**config.mk**
```make
export PLATFORM = sky130hd
export DESIGN_NAME = led_ctrl
export DESIGN_NICKNAME = d
export VERILOG_FILES = /design/src/rtl/led_ctrl.sv
export SDC_FILE = /design/constraint.sdc
export NUM_CORES = 1
export LEC_CHECK = 0
export CAP_MARGIN = 20
export CORE_ASPECT_RATIO = 1.4
export CORE_MARGIN = 2
export CORE_UTILIZATION = 25
export CTS_BUF_LIST = sky130_fd_sc_hd__clkbuf_4
export DETAILED_ROUTE_END_ITERATION = 8
export SLEW_MARGIN = 15
export SYNTH_ARGS = -nofsm -noshare
export SYNTH_HDL_FRONTEND = slang
export SYNTH_SLANG_ARGS = --single-unit
```
**constraint.sdc**
```tcl
create_clock -name sysclk2 -period 3.7 [get_ports sysclk2]
set_clock_uncertainty 0.15 [all_clocks]
set_input_delay 0.74 -clock sysclk2 [delete_from_list [all_inputs] [get_ports sysclk2]]
set_output_delay 0.74 -clock sysclk2 [all_outputs]
set_load 0.05 [all_outputs]
```
**src/rtl/led_ctrl.sv**
```systemverilog
//------------------------------------------------------------------------------
// led_ctrl -- multi-channel LED driver.
//
// Each channel can be OFF, ON, BLINK or ACTIVITY. In BLINK a bit of a shared
// tick counter is shown. In ACTIVITY a traffic pulse is stretched to a visible
// on-time, followed by a guaranteed off-time. A shared prescaler generates the
// time base, and a global PWM sets the brightness. The LED pins are driven
// from registers.
//
// Ports:
//   sysclk2        in   clock; all logic runs in this domain
//   sysclk2_rst_n  in   asynchronous active-low reset
//   cfg_wr         in   one-cycle strobe that latches cfg_mode/cfg_bsel/cfg_bright
//   cfg_mode       in   2 bits per channel: 0 OFF, 1 ON, 2 BLINK, 3 ACTIVITY
//   cfg_bsel       in   BSEL_W bits per channel: blink counter bit to display
//   cfg_bright     in   global brightness (all-ones = full, 0 = dark)
//   act_in         in   per-channel activity pulses (synchronous)
//   tick_o         out  one-cycle prescaler tick
//   led_o          out  registered LED drive, inverted when ACTIVE_LOW
//------------------------------------------------------------------------------
`timescale 1ns/1ps

module led_ctrl #(
  parameter int NUM_LEDS   = 4,
  parameter int PRESCALE   = 100000,
  parameter int CNT_W      = 12,
  parameter int BSEL_W     = 4,
  parameter int STRETCH    = 50,
  parameter int PWM_W      = 4,
  parameter bit ACTIVE_LOW = 1'b0,
  parameter int RST_MODE   = 2,
  parameter int RST_BSEL   = 9
) (
  input  logic                       sysclk2,
  input  logic                       sysclk2_rst_n,
  input  logic                       cfg_wr,
  input  logic [2*NUM_LEDS-1:0]      cfg_mode,
  input  logic [BSEL_W*NUM_LEDS-1:0] cfg_bsel,
  input  logic [PWM_W-1:0]           cfg_bright,
  input  logic [NUM_LEDS-1:0]        act_in,
  output logic                       tick_o,
  output logic [NUM_LEDS-1:0]        led_o
);

  localparam int PS_W = (PRESCALE > 2) ? $clog2(PRESCALE) : 1;
  localparam int SC_W = $clog2(STRETCH + 1);

  localparam logic [PS_W-1:0]   PS_LAST    = PS_W'(PRESCALE - 1);
  localparam logic [SC_W-1:0]   SC_FULL    = SC_W'(STRETCH);
  localparam logic [SC_W-1:0]   SC_ONE     = SC_W'(1);
  localparam logic [1:0]        RST_MODE_L = 2'(RST_MODE);
  localparam logic [BSEL_W-1:0] RST_BSEL_L = BSEL_W'(RST_BSEL);

  localparam logic [1:0] MODE_OFF   = 2'd0;
  localparam logic [1:0] MODE_ON    = 2'd1;
  localparam logic [1:0] MODE_BLINK = 2'd2;
  localparam logic [1:0] MODE_ACT   = 2'd3;

  localparam logic [1:0] ST_IDLE = 2'd0;
  localparam logic [1:0] ST_LIT  = 2'd1;
  localparam logic [1:0] ST_DARK = 2'd2;

  // Shared time base
  logic [PS_W-1:0]  presc_q, presc_d;
  logic [CNT_W-1:0] blink_q, blink_d;
  logic [PWM_W-1:0] pwm_q, pwm_d;
  logic             tick;

  // Configuration
  logic [2*NUM_LEDS-1:0]      mode_q;
  logic [BSEL_W*NUM_LEDS-1:0] bsel_q;
  logic [PWM_W-1:0]           bright_q;

  logic [NUM_LEDS-1:0] raw_vec;
  logic [NUM_LEDS-1:0] led_q, led_d;
  logic                en;

  // The tick is decoded from the count itself, so it is low in reset.
  assign tick    = (presc_q == PS_LAST);
  assign tick_o  = tick;
  assign presc_d = tick ? '0 : presc_q + 1'b1;
  assign blink_d = blink_q + CNT_W'(tick);
  assign pwm_d   = pwm_q + 1'b1;

  // Full brightness bypasses the comparison, so it is a steady on.
  assign en = (bright_q == '1) | (pwm_q < bright_q);

  always_ff @(posedge sysclk2 or negedge sysclk2_rst_n) begin
    if (!sysclk2_rst_n) begin
      presc_q  <= '0;
      blink_q  <= '0;
      pwm_q    <= '0;
      mode_q   <= {NUM_LEDS{RST_MODE_L}};
      bsel_q   <= {NUM_LEDS{RST_BSEL_L}};
      bright_q <= '1;
      led_q    <= {NUM_LEDS{ACTIVE_LOW}};
    end else begin
      presc_q <= presc_d;
      blink_q <= blink_d;
      pwm_q   <= pwm_d;
      led_q   <= led_d;
      if (cfg_wr) begin
        mode_q   <= cfg_mode;
        bsel_q   <= cfg_bsel;
        bright_q <= cfg_bright;
      end
    end
  end

  assign led_d = (raw_vec & {NUM_LEDS{en}}) ^ {NUM_LEDS{ACTIVE_LOW}};
  assign led_o = led_q;

  genvar gi;
  generate
    for (gi = 0; gi < NUM_LEDS; gi++) begin : g_ch
      logic [1:0]        mode_ch;
      logic [1:0]        new_mode_ch;
      logic [BSEL_W-1:0] bsel_ch;
      logic [1:0]        st_q, st_d;
      logic [SC_W-1:0]   sc_q, sc_d;
      logic              pend_q, pend_d;
      logic              blink_bit;
      logic              raw_ch;
      logic [CNT_W-1:0]  shifted;
      int                sh;

      assign mode_ch     = mode_q[2*gi +: 2];
      assign new_mode_ch = cfg_mode[2*gi +: 2];
      assign bsel_ch     = bsel_q[BSEL_W*gi +: BSEL_W];

      // Out-of-range selects show the top counter bit (the slowest blink).
      always_comb begin
        sh = int'(bsel_ch);
        if (sh > CNT_W - 1) begin
          sh = CNT_W - 1;
        end
        shifted   = blink_q >> sh;
        blink_bit = shifted[0];
      end

      // Activity stretcher. The state is only advanced in ACTIVITY mode.
      // Any mode change parks it, so that entering ACTIVITY always starts from IDLE.
      always_comb begin
        st_d   = st_q;
        sc_d   = sc_q;
        pend_d = pend_q;
        if (mode_ch == MODE_ACT) begin
          case (st_q)
            ST_IDLE: begin
              if (act_in[gi]) begin
                st_d = ST_LIT;
                sc_d = SC_FULL;
              end
            end
            ST_LIT: begin
              if (act_in[gi]) begin
                pend_d = 1'b1;
              end
              if (tick) begin
                if (sc_q == SC_ONE) begin
                  st_d = ST_DARK;
                  sc_d = SC_FULL;
                end else begin
                  sc_d = sc_q - 1'b1;
                end
              end
            end
            ST_DARK: begin
              if (act_in[gi]) begin
                pend_d = 1'b1;
              end
              if (tick) begin
                if (sc_q == SC_ONE) begin
                  // Activity arriving on the expiry cycle itself also counts
                  // as pending.
                  pend_d = 1'b0;
                  if (pend_q || act_in[gi]) begin
                    st_d = ST_LIT;
                    sc_d = SC_FULL;
                  end else begin
                    st_d = ST_IDLE;
                    sc_d = '0;
                  end
                end else begin
                  sc_d = sc_q - 1'b1;
                end
              end
            end
            default: begin
              st_d   = ST_IDLE;
              sc_d   = '0;
              pend_d = 1'b0;
            end
          endcase
        end
        if (cfg_wr && (new_mode_ch != mode_ch)) begin
          st_d   = ST_IDLE;
          sc_d   = '0;
          pend_d = 1'b0;
        end
      end

      always_ff @(posedge sysclk2 or negedge sysclk2_rst_n) begin
        if (!sysclk2_rst_n) begin
          st_q   <= ST_IDLE;
          sc_q   <= '0;
          pend_q <= 1'b0;
        end else begin
          st_q   <= st_d;
          sc_q   <= sc_d;
          pend_q <= pend_d;
        end
      end

      always_comb begin
        case (mode_ch)
          MODE_OFF:   raw_ch = 1'b0;
          MODE_ON:    raw_ch = 1'b1;
          MODE_BLINK: raw_ch = blink_bit;
          default:    raw_ch = (st_q == ST_LIT);
        endcase
      end

      assign raw_vec[gi] = raw_ch;
    end
  endgenerate

endmodule

```
### Word-level counts from Yosys, hierarchy flattened

Index checks and enable logic that the tools add are counted.
W data, S select, Z words.

* bits in registers: 101
* output and inout port bits: 5

* add/sub/neg operators: 7
* $lt $le $gt $ge: 5
* equality and inequality tests: 54
* shift operators: 4
* muxes and demuxes: 105
* bitwise operators: 2
* reduce and logical (&&, ||, !) cells: 32

Operators by type and width (count)
* $mux W6: 32
* $shr A12 B32 Y1: 4
* $pmux W6 S3: 4
* $ne A3 B3 Y1 const B: 20
* $mux W2: 28
* $eq A2 B2 Y1 const B: 12
* $eq A6 B1 Y1 const B: 4
* $mux W1: 24
* $pmux W1 S3: 8
* $pmux W2 S3: 4
* $reduce_and A6 Y1: 4
* $sub A6 B1 Y6 const B: 4
* $add A17 B1 Y17 const B: 1
* $eq A17 B17 Y1 const B: 1
* $mux W17: 1
* $eq A2 B1 Y1 const B: 8
* $gt A4 B4 Y1 const B: 4
* $logic_not A2 Y1: 8
* $mux W4: 4
* $reduce_and A4 Y1: 4
* $add A12 B1 Y12: 1
* $ne A2 B2 Y1: 4
* $ne A2 B2 Y1 const B: 4
* $reduce_and A2 Y1: 4
* 8 further kinds: 17

### Longest topological paths before layout

Gate-level depths: netlist of run 1.

* word-level depth: 7
* depth in mapped cells: 10
* depth with buffers taken out: 8

### Least setup slack after synthesis of run 1

OpenSTA, ideal clock, no wires.

* kind: register to register
* from: reg presc_q[6]
* to: reg blink_q[10]
* arrival time: 3.133 ns
* path slack: 0.292 ns
* cell stages (with the launch flop): 10
* path buffers: 2
* cells stage by stage: dfrtp_1 -> or4_4 -> nor4_4 -> buf_6 -> clkbuf_1 -> ha_1 -> ha_1 -> and3_1 -> nand3_1 -> xnor2_1

* word-level cells in the longest chain between the ends: 2

Ends and longest elaborated chain
* start: declaration: line 64 `logic [PS_W-1:0] presc_q, presc_d;`
* start signal: assignment: line 98 `presc_q <= presc_d;`
* $eq A17 B17 Y1: line 79 `assign tick = (presc_q == PS_LAST);`
* via tick_o: line 41 `output logic tick_o,`
* $add A12 B1 Y12: line 82 `assign blink_d = blink_q + CNT_W'(tick);`
* via blink_d[10]: line 65 `logic [CNT_W-1:0] blink_q, blink_d;`
* end signal: assignment: line 99 `blink_q <= blink_d;`
* end: declaration: line 65

The timed path passes the listed nets, and every way through them passes these cells.
A chain may end at the register's enable or synchronous reset.

### Worst setup path after layout of run 1

* from: reg presc_q[6]
* to: out tick_o

* word-level cells in the longest chain between the ends: 1

Ends and longest elaborated chain (line)
* $eq A17 B17 Y1: 79
* end: declaration: 41

No other way between the ends.

==> results.py, run 1 <==
metrics = {
    "grt": {
        "grt_pass1_wl_um": 22600,
        "grt_overflow": 0,
        "antenna_found_initial": 1,
        "grt_usage": 0.112,
        "grt_pass1_vias": 4590,
        "grt_max_degree": 52,
    },
    "worst_setup_path": {
        "crit_type": "reg -> out",
        "cp-start-kind": "flip-flop",
        "cp.arrival_ps": 2200,
        "timing.rr.end": "blink_q[10]",
        "cp_num_buf_inv": 2,
        "cp_slowest_cell": "or4_4",
        "end_kind": "output pin",
        "crit_cells": 4,
        "crit_family": "simple AND/OR/NAND/NOR gates",
        "crit_required_ps": 2810,
        "cp_cell_sequence": "or4_4 > nor4_4 > buf_4 > buf_12",
        "r2r_slack_ps": 980,
        "r2r_cells": 8,
        "slowest_delay_ps": 550,
        "r2r_start": "presc_q[6]",
        "critPathMaxFanout": 7,
    },
    "timing": {
        "tns_ps": 0,
        "setup_violations": 0,
        "rsz0062_at_grt": "false",
        "min_period_ps": 3090,
        "slew_violations": 0,
        "worst_pin_slew_ps": 711,
        "fmax_mhz": 324,
        "timing.hold.ws_ps": 102,
        "final_hold_viol_count": 0,
        "fin_crit_sh": 0.835,
        "relSlewSlack": 0.519,
    },
    "finish": {
        "final_common_cell": "dfrtp_1",
        "fillers": 2432,
        "area_growth_pct": 15.1,
        "drive_gt1_frac": 0.139,
        "fin_nets": 720,
        "final_cell_mix": "dfrtp_1 (85), nand2_1 (44), nor2_1 (40), a21oi_1 (37), clkdlybuf4s50_1 (36)",
    },
    "placed_design": {
        "portBuffers": 39,
        "dp_hpwl_um": 10200,
        "gp_congestion": 0.803,
    },
    "floorplanning": {
        "die_width_um": 135,
        "dieArea_um2": 25100,
        "rows": 66,
        "io_pins": 40,
        "fp.dieH_um": 187,
        "start_util": 0.255,
        "core-area_um2": 23400,
    },
    "outcome": {
        "status": "finished, final reports clean",
    },
    "synth": {
        "syn-num-nets": 680,
        "yosys_warnings": 0,
        "synth_ff_type": "dfrtp_1",
        "synth.cell_area_um2": 5960,
        "seq_area_frac_synth": 0.427,
        "synth-edff-count": 0,
        "async_flop_share": 1.00,
        "avgSynthCellArea_um2": 9.77,
        "synthCells": 610,
        "synth_seq_cells": 101,
        "ys_types": 63,
    },
    "drt": {
        "drtAntennaViolNets": 0,
        "num_vias": 4567,
        "vias_per_cell": 4.75,
        "drt_pass1_iterations": 4,
        "drc": 0,
        "totalWireLength_um": 13500,
        "drtIter0Drc": 205,
        "wl_per_cell_um": 14.0,
    },
    "clock_network": {
        "cts.sinks": 101,
        "clkTransAtPathRegs_ps": 180,
        "cts_tree": "built",
        "hold_buffers": 0,
        "cts_buffers": 9,
        "cts_root_buf": "clkbuf_4",
        "cts_setup_buffers": 0,
        "h-tree-depth": 3,
        "cts_buffer_depth": 2,
        "postCtsResizedCells": 0,
        "worstSkewPairLatency_ps": 480,
    },
    "worst_hold_path": {
        "min_path_type": "in -> async",
    },
    "power": {
        "ir_drop_v": 0.000178,
        "p_leak_uw": 0.00282,
        "p_per_area_nw_per_um2": 476,
    },
    "run": {
        "drv_cap": 0,
    },
}
==> power by group <==
part	internal, uW	switching [uW]
Combinational	525	704
Clock	148	408
Sequential	1280	209
Total	1950	1320
==> metal layers <==
metal / part of all wire / global-route usage / vias to the layer above / routed length, um
li1: - / - / 2276 / -
met1: 0.44 / 0.135 / 2220 / 5960
met2: 0.50 / 0.189 / 53 / 6690
met3: 0.029 / 0.0217 / 18 / 393
met4: 0.034 / 0.0538 / 0 / 453
met5: 0 / 0 / - / 0
==> metrics by stage <==
| stage | total power (uW) | utilization | setup slack [ps] | cells | area (um^2) |
|---|---|---|---|---|---|
| 2_1_floorplan | 2380 | - | 292 | 610 | 5960 |
| 3_3_place_gp | 2730 | 0.288 | 745 | 945 | 6740 |
| 3_5_place_dp | 2740 | 0.288 | 675 | 945 | 6740 |
| 4_1_cts | 3310 | 0.294 | 558 | 961 | 6860 |
| 5_1_grt | 3560 | 0.294 | 523 | 962 | 6860 |
| 6_report | 3270 | 0.294 | 610 | 962 | 6860 |
==> state kept, by name, summed over array words and instances, names as in the netlist, 8 cells and up <==
register and flops:
blink_q 12, bsel_q 16, g_ch.sc_q 24, g_ch.st_q 8
mode_q 8, presc_q 17
==> cell type report <==
class	count	area (um^2)	share of cell area
Tap cell	306	383	0.0558
Sequential cell	101	2550	0.371
Clock buffer	9	67.6	0.00985
Antenna cell	1	2.50	0.000365
Inverter	34	128	0.0186
Timing Repair Buffer	47	465	0.0678
Multi-Input combinational cell	457	3210	0.468
Clock inverter	7	57.6	0.00839
==> cells by family after synthesis <==
logic type                 after synthesis  synth area share
adders and majority gates               35            0.0735
buffers and inverters                   52            0.0340
xor gates and xnor gates                35            0.0514
muxes                                   38            0.0764
AOI/OAI and AO/OA                      161             0.172
DFF                                    101             0.427
and+or+nand+nor                        188             0.166
==> worst reg2reg max path: cells and delay by family (launching register included) <==
kind,cells,cell delay [ps]
simple gates,4,1180
flops,1,470
fa+ha+maj,2,430
buf+inv,1,260
xor+xnor,1,140
==> synthesized netlist by cell type, types with 2 or more instances <==
library cell,count,area share
a21boi_0,4,0.0050
inv_1,34,0.021
a2111oi_0,4,0.0059
nor4_1,10,0.010
o2bb2ai_1,3,0.0044
and3_1,4,0.0042
o21a_1,2,0.0025
a21o_1,2,0.0025
dfstp_2,16,0.071
mux4_2,3,0.011
clkbuf_1,15,0.0094
nor3_1,14,0.012
mux2_2,30,0.057
or4_4,3,0.0057
xnor2_1,26,0.038
a211oi_1,9,0.011
o21bai_1,5,0.0063
buf_1,2,0.0013
a41oi_1,3,0.0044
nand4_1,7,0.0073
or3_1,3,0.0031
o22a_1,3,0.0044
nor4b_1,4,0.0059
a21oi_1,37,0.031
o211ai_1,2,0.0025
o21ai_1,30,0.025
o31ai_1,3,0.0038
nor2b_1,12,0.013
nand2_1,44,0.028
mux2i_1,5,0.0084
a21boi_1,4,0.0050
nand3_1,16,0.013
a22o_1,2,0.0029
or2_2,7,0.0073
o21ai_0,26,0.022
dfrtp_1,85,0.36
nand2b_1,12,0.013
ha_1,35,0.073
nor2_1,40,0.025
and2_1,3,0.0031
xor2_1,9,0.013
o32ai_1,4,0.0059
a31oi_1,8,0.0084
==> worst max path at each step <==
stage	end	slack, ps	start
final	tick_o	610	presc_q[6]
after global routing	tick_o	520	presc_q[6]
after CTS	tick_o	560	presc_q[6]
after detailed placement	g_ch[1].sc_q[3]	680	cfg_mode[2]
after global placement	g_ch[1].sc_q[3]	740	cfg_mode[2]
after floorplan	blink_q[10]	290	presc_q[6]
Note: power is estimated with default switching activity, not from simulation.
==> run 2, diff against run 1 <==
- clock period: 3.7 -> 3.1 ns (I/O delays scaled with it)
==> run 2 against run 1 <==
  * Sequential cell count did not move
  * Sequential share of layout area fell by 0.13 points
  * Core utilization rose by 0.10 points
  * Sequential power rose by 19%
  * First-iteration DRC count fell by 20%
  * Via count rose by 0.24%
  * Setup slack got worse by 430 ps
  * Critical path type unchanged
  * Highest routed layer unchanged
==> results.py, run 2 (same netlist as run 1, synthesis figures left out) <==
metrics = {
    "outcome": {
        "status": "finished, final reports clean",
    },
    "timing": {
        "min_period_ps": 2930,
        "relSlewSlack": 0.279,
        "slew_violations": 0,
        "final_hold_viol_count": 0,
        "tns_ps": 0,
        "fmax_mhz": 342,
        "setup_violations": 0,
        "timing.hold.ws_ps": 337,
        "rsz0062_at_grt": "false",
        "worst_pin_slew_ps": 1080,
        "fin_crit_sh": 0.944,
        "fin_ws_ps": 175,
    },
    "drt": {
        "drt_pass1_iterations": 4,
        "wl_per_cell_um": 13.9,
        "totalWireLength_um": 13400,
        "drtAntennaViolNets": 0,
        "num_vias": 4578,
        "drc": 0,
        "drtIter0Drc": 163,
        "vias_per_cell": 4.74,
    },
    "clock_network": {
        "cts.sinks": 101,
        "cts_tree": "built",
        "clkTransAtPathRegs_ps": 180,
        "h-tree-depth": 3,
        "cts_buffer_depth": 2,
        "worstSkewPairLatency_ps": 500,
        "cts_buffers": 9,
        "postCtsResizedCells": 0,
        "cts_root_buf": "clkbuf_4",
    },
    "finish": {
        "final_cell_mix": "dfrtp_1 (85), nand2_1 (44), nor2_1 (40), a21oi_1 (37), clkdlybuf4s50_1 (36)",
        "top_register": "g_ch.sc_q",
        "utilization": 0.295,
        "final_common_cell": "dfrtp_1",
        "drive_gt1_frac": 0.142,
        "fillers": 2414,
        "fin_nets": 722,
        "largest_register_ff_count": 24,
        "area_growth_pct": 15.5,
        "largestRegisters": "g_ch.sc_q (24), presc_q (17), bsel_q (16)",
    },
    "power": {
        "ir_drop_v": 0.000228,
        "p_per_area_nw_per_um2": 568,
        "finalPower_uw": 3910,
        "p_leak_uw": 0.00284,
    },
    "placed_design": {
        "gp_congestion": 0.808,
        "pre_cts_slack_ps": 230,
        "portBuffers": 39,
        "dp_hpwl_um": 9980,
    },
    "grt": {
        "grt_usage": 0.112,
        "grt_max_degree": 46,
        "grt_pass1_vias": 4595,
        "grt_overflow": 0,
        "antenna_found_initial": 2,
        "grt_pass1_wl_um": 22500,
    },
    "worst_setup_path": {
        "cp-start-kind": "flip-flop",
        "critPathMaxFanout": 6,
        "crit_type": "reg -> out",
        "cp.arrival_ps": 2160,
        "end_kind": "output pin",
        "crit_required_ps": 2330,
    },
    "worst_hold_path": {
        "min_path_type": "reg -> reg",
    },
    "floorplanning": {
        "die_width_um": 135,
        "io_pins": 40,
        "dieArea_um2": 25100,
        "rows": 66,
        "start_util": 0.255,
        "core-area_um2": 23400,
        "fp.dieH_um": 187,
    },
    "run": {
        "drv_cap": 0,
    },
}
==> run 2: cell types whose count changed in the layout (fill, tap and decap cells not counted) <==
cell	change
inv_6	+3
buf_4	+1
clkinv_1	-1
clkinvlp_4	-1
diode_2	+1
dlygate4sd3_1	+1
inv_8	-1
==> run 2: path summary, 6_finish.rpt <==
path                                    start         endpoint  slack (ps)  cells past startpoint
worst min register to register       pwm_q[0]         pwm_q[0]         340                      1
max in group asynchronous       sysclk2_rst_n        bsel_q[4]        1570                      3
min in group asynchronous       sysclk2_rst_n  g_ch[1].sc_q[2]         500                      2
worst max register to register     presc_q[6]  g_ch[1].sc_q[3]         490                      6
worst min-delay path                 pwm_q[0]         pwm_q[0]         340                      1
worst max-delay path               presc_q[6]           tick_o         170                      4
==> run 2: per-layer routing <==
layer	vias to the layer above	share of wire	global-route usage
met5	-	0	0
met4	0	0.018	0.0352
met3	20	0.036	0.0310
met2	69	0.50	0.193
met1	2209	0.44	0.134
li1	2280	-	-
==> run 2: worst max-delay path, stage by stage (launching register included) <==
cell and delay [ps]:
dfrtp_1 480, or4_4 550, nor4_4 260, buf_4 230, buf_12 140
==> run 2: stage by stage <==
step	std cells	cell area (um^2)
global route	965	6890
floorplan	610	5960
detailed placement	946	6740
finish	965	6890
global placement	946	6740
CTS	963	6880
==> run 2: where the power goes <==
part | switching [uW] | internal (uW) | total [uW]
clock network | 495 | 183 | 678
registers | 244 | 1520 | 1770
logic | 841 | 624 | 1470
total | 1580 | 2330 | 3910
==> run 2: final cells by class <==
class,instances,area [um^2],share of cell area
sequential,101,2550,0.370
clock inverter,7,61.3,0.00890
inverter,34,128,0.0185
tap,306,383,0.0556
timing repair buffer,49,483,0.0701
clock buffer,9,67.6,0.00981
antenna,2,5.00,0.000727
multi-input combinational,457,3210,0.466
==> run 2: what timing repair did <==
action                                  4_1_cts  5_1_grt
endpoints found under the setup margin        0        1
buffers inserted                              0        0
hold endpoints to repair                     38        0
hold buffers                                  1        0
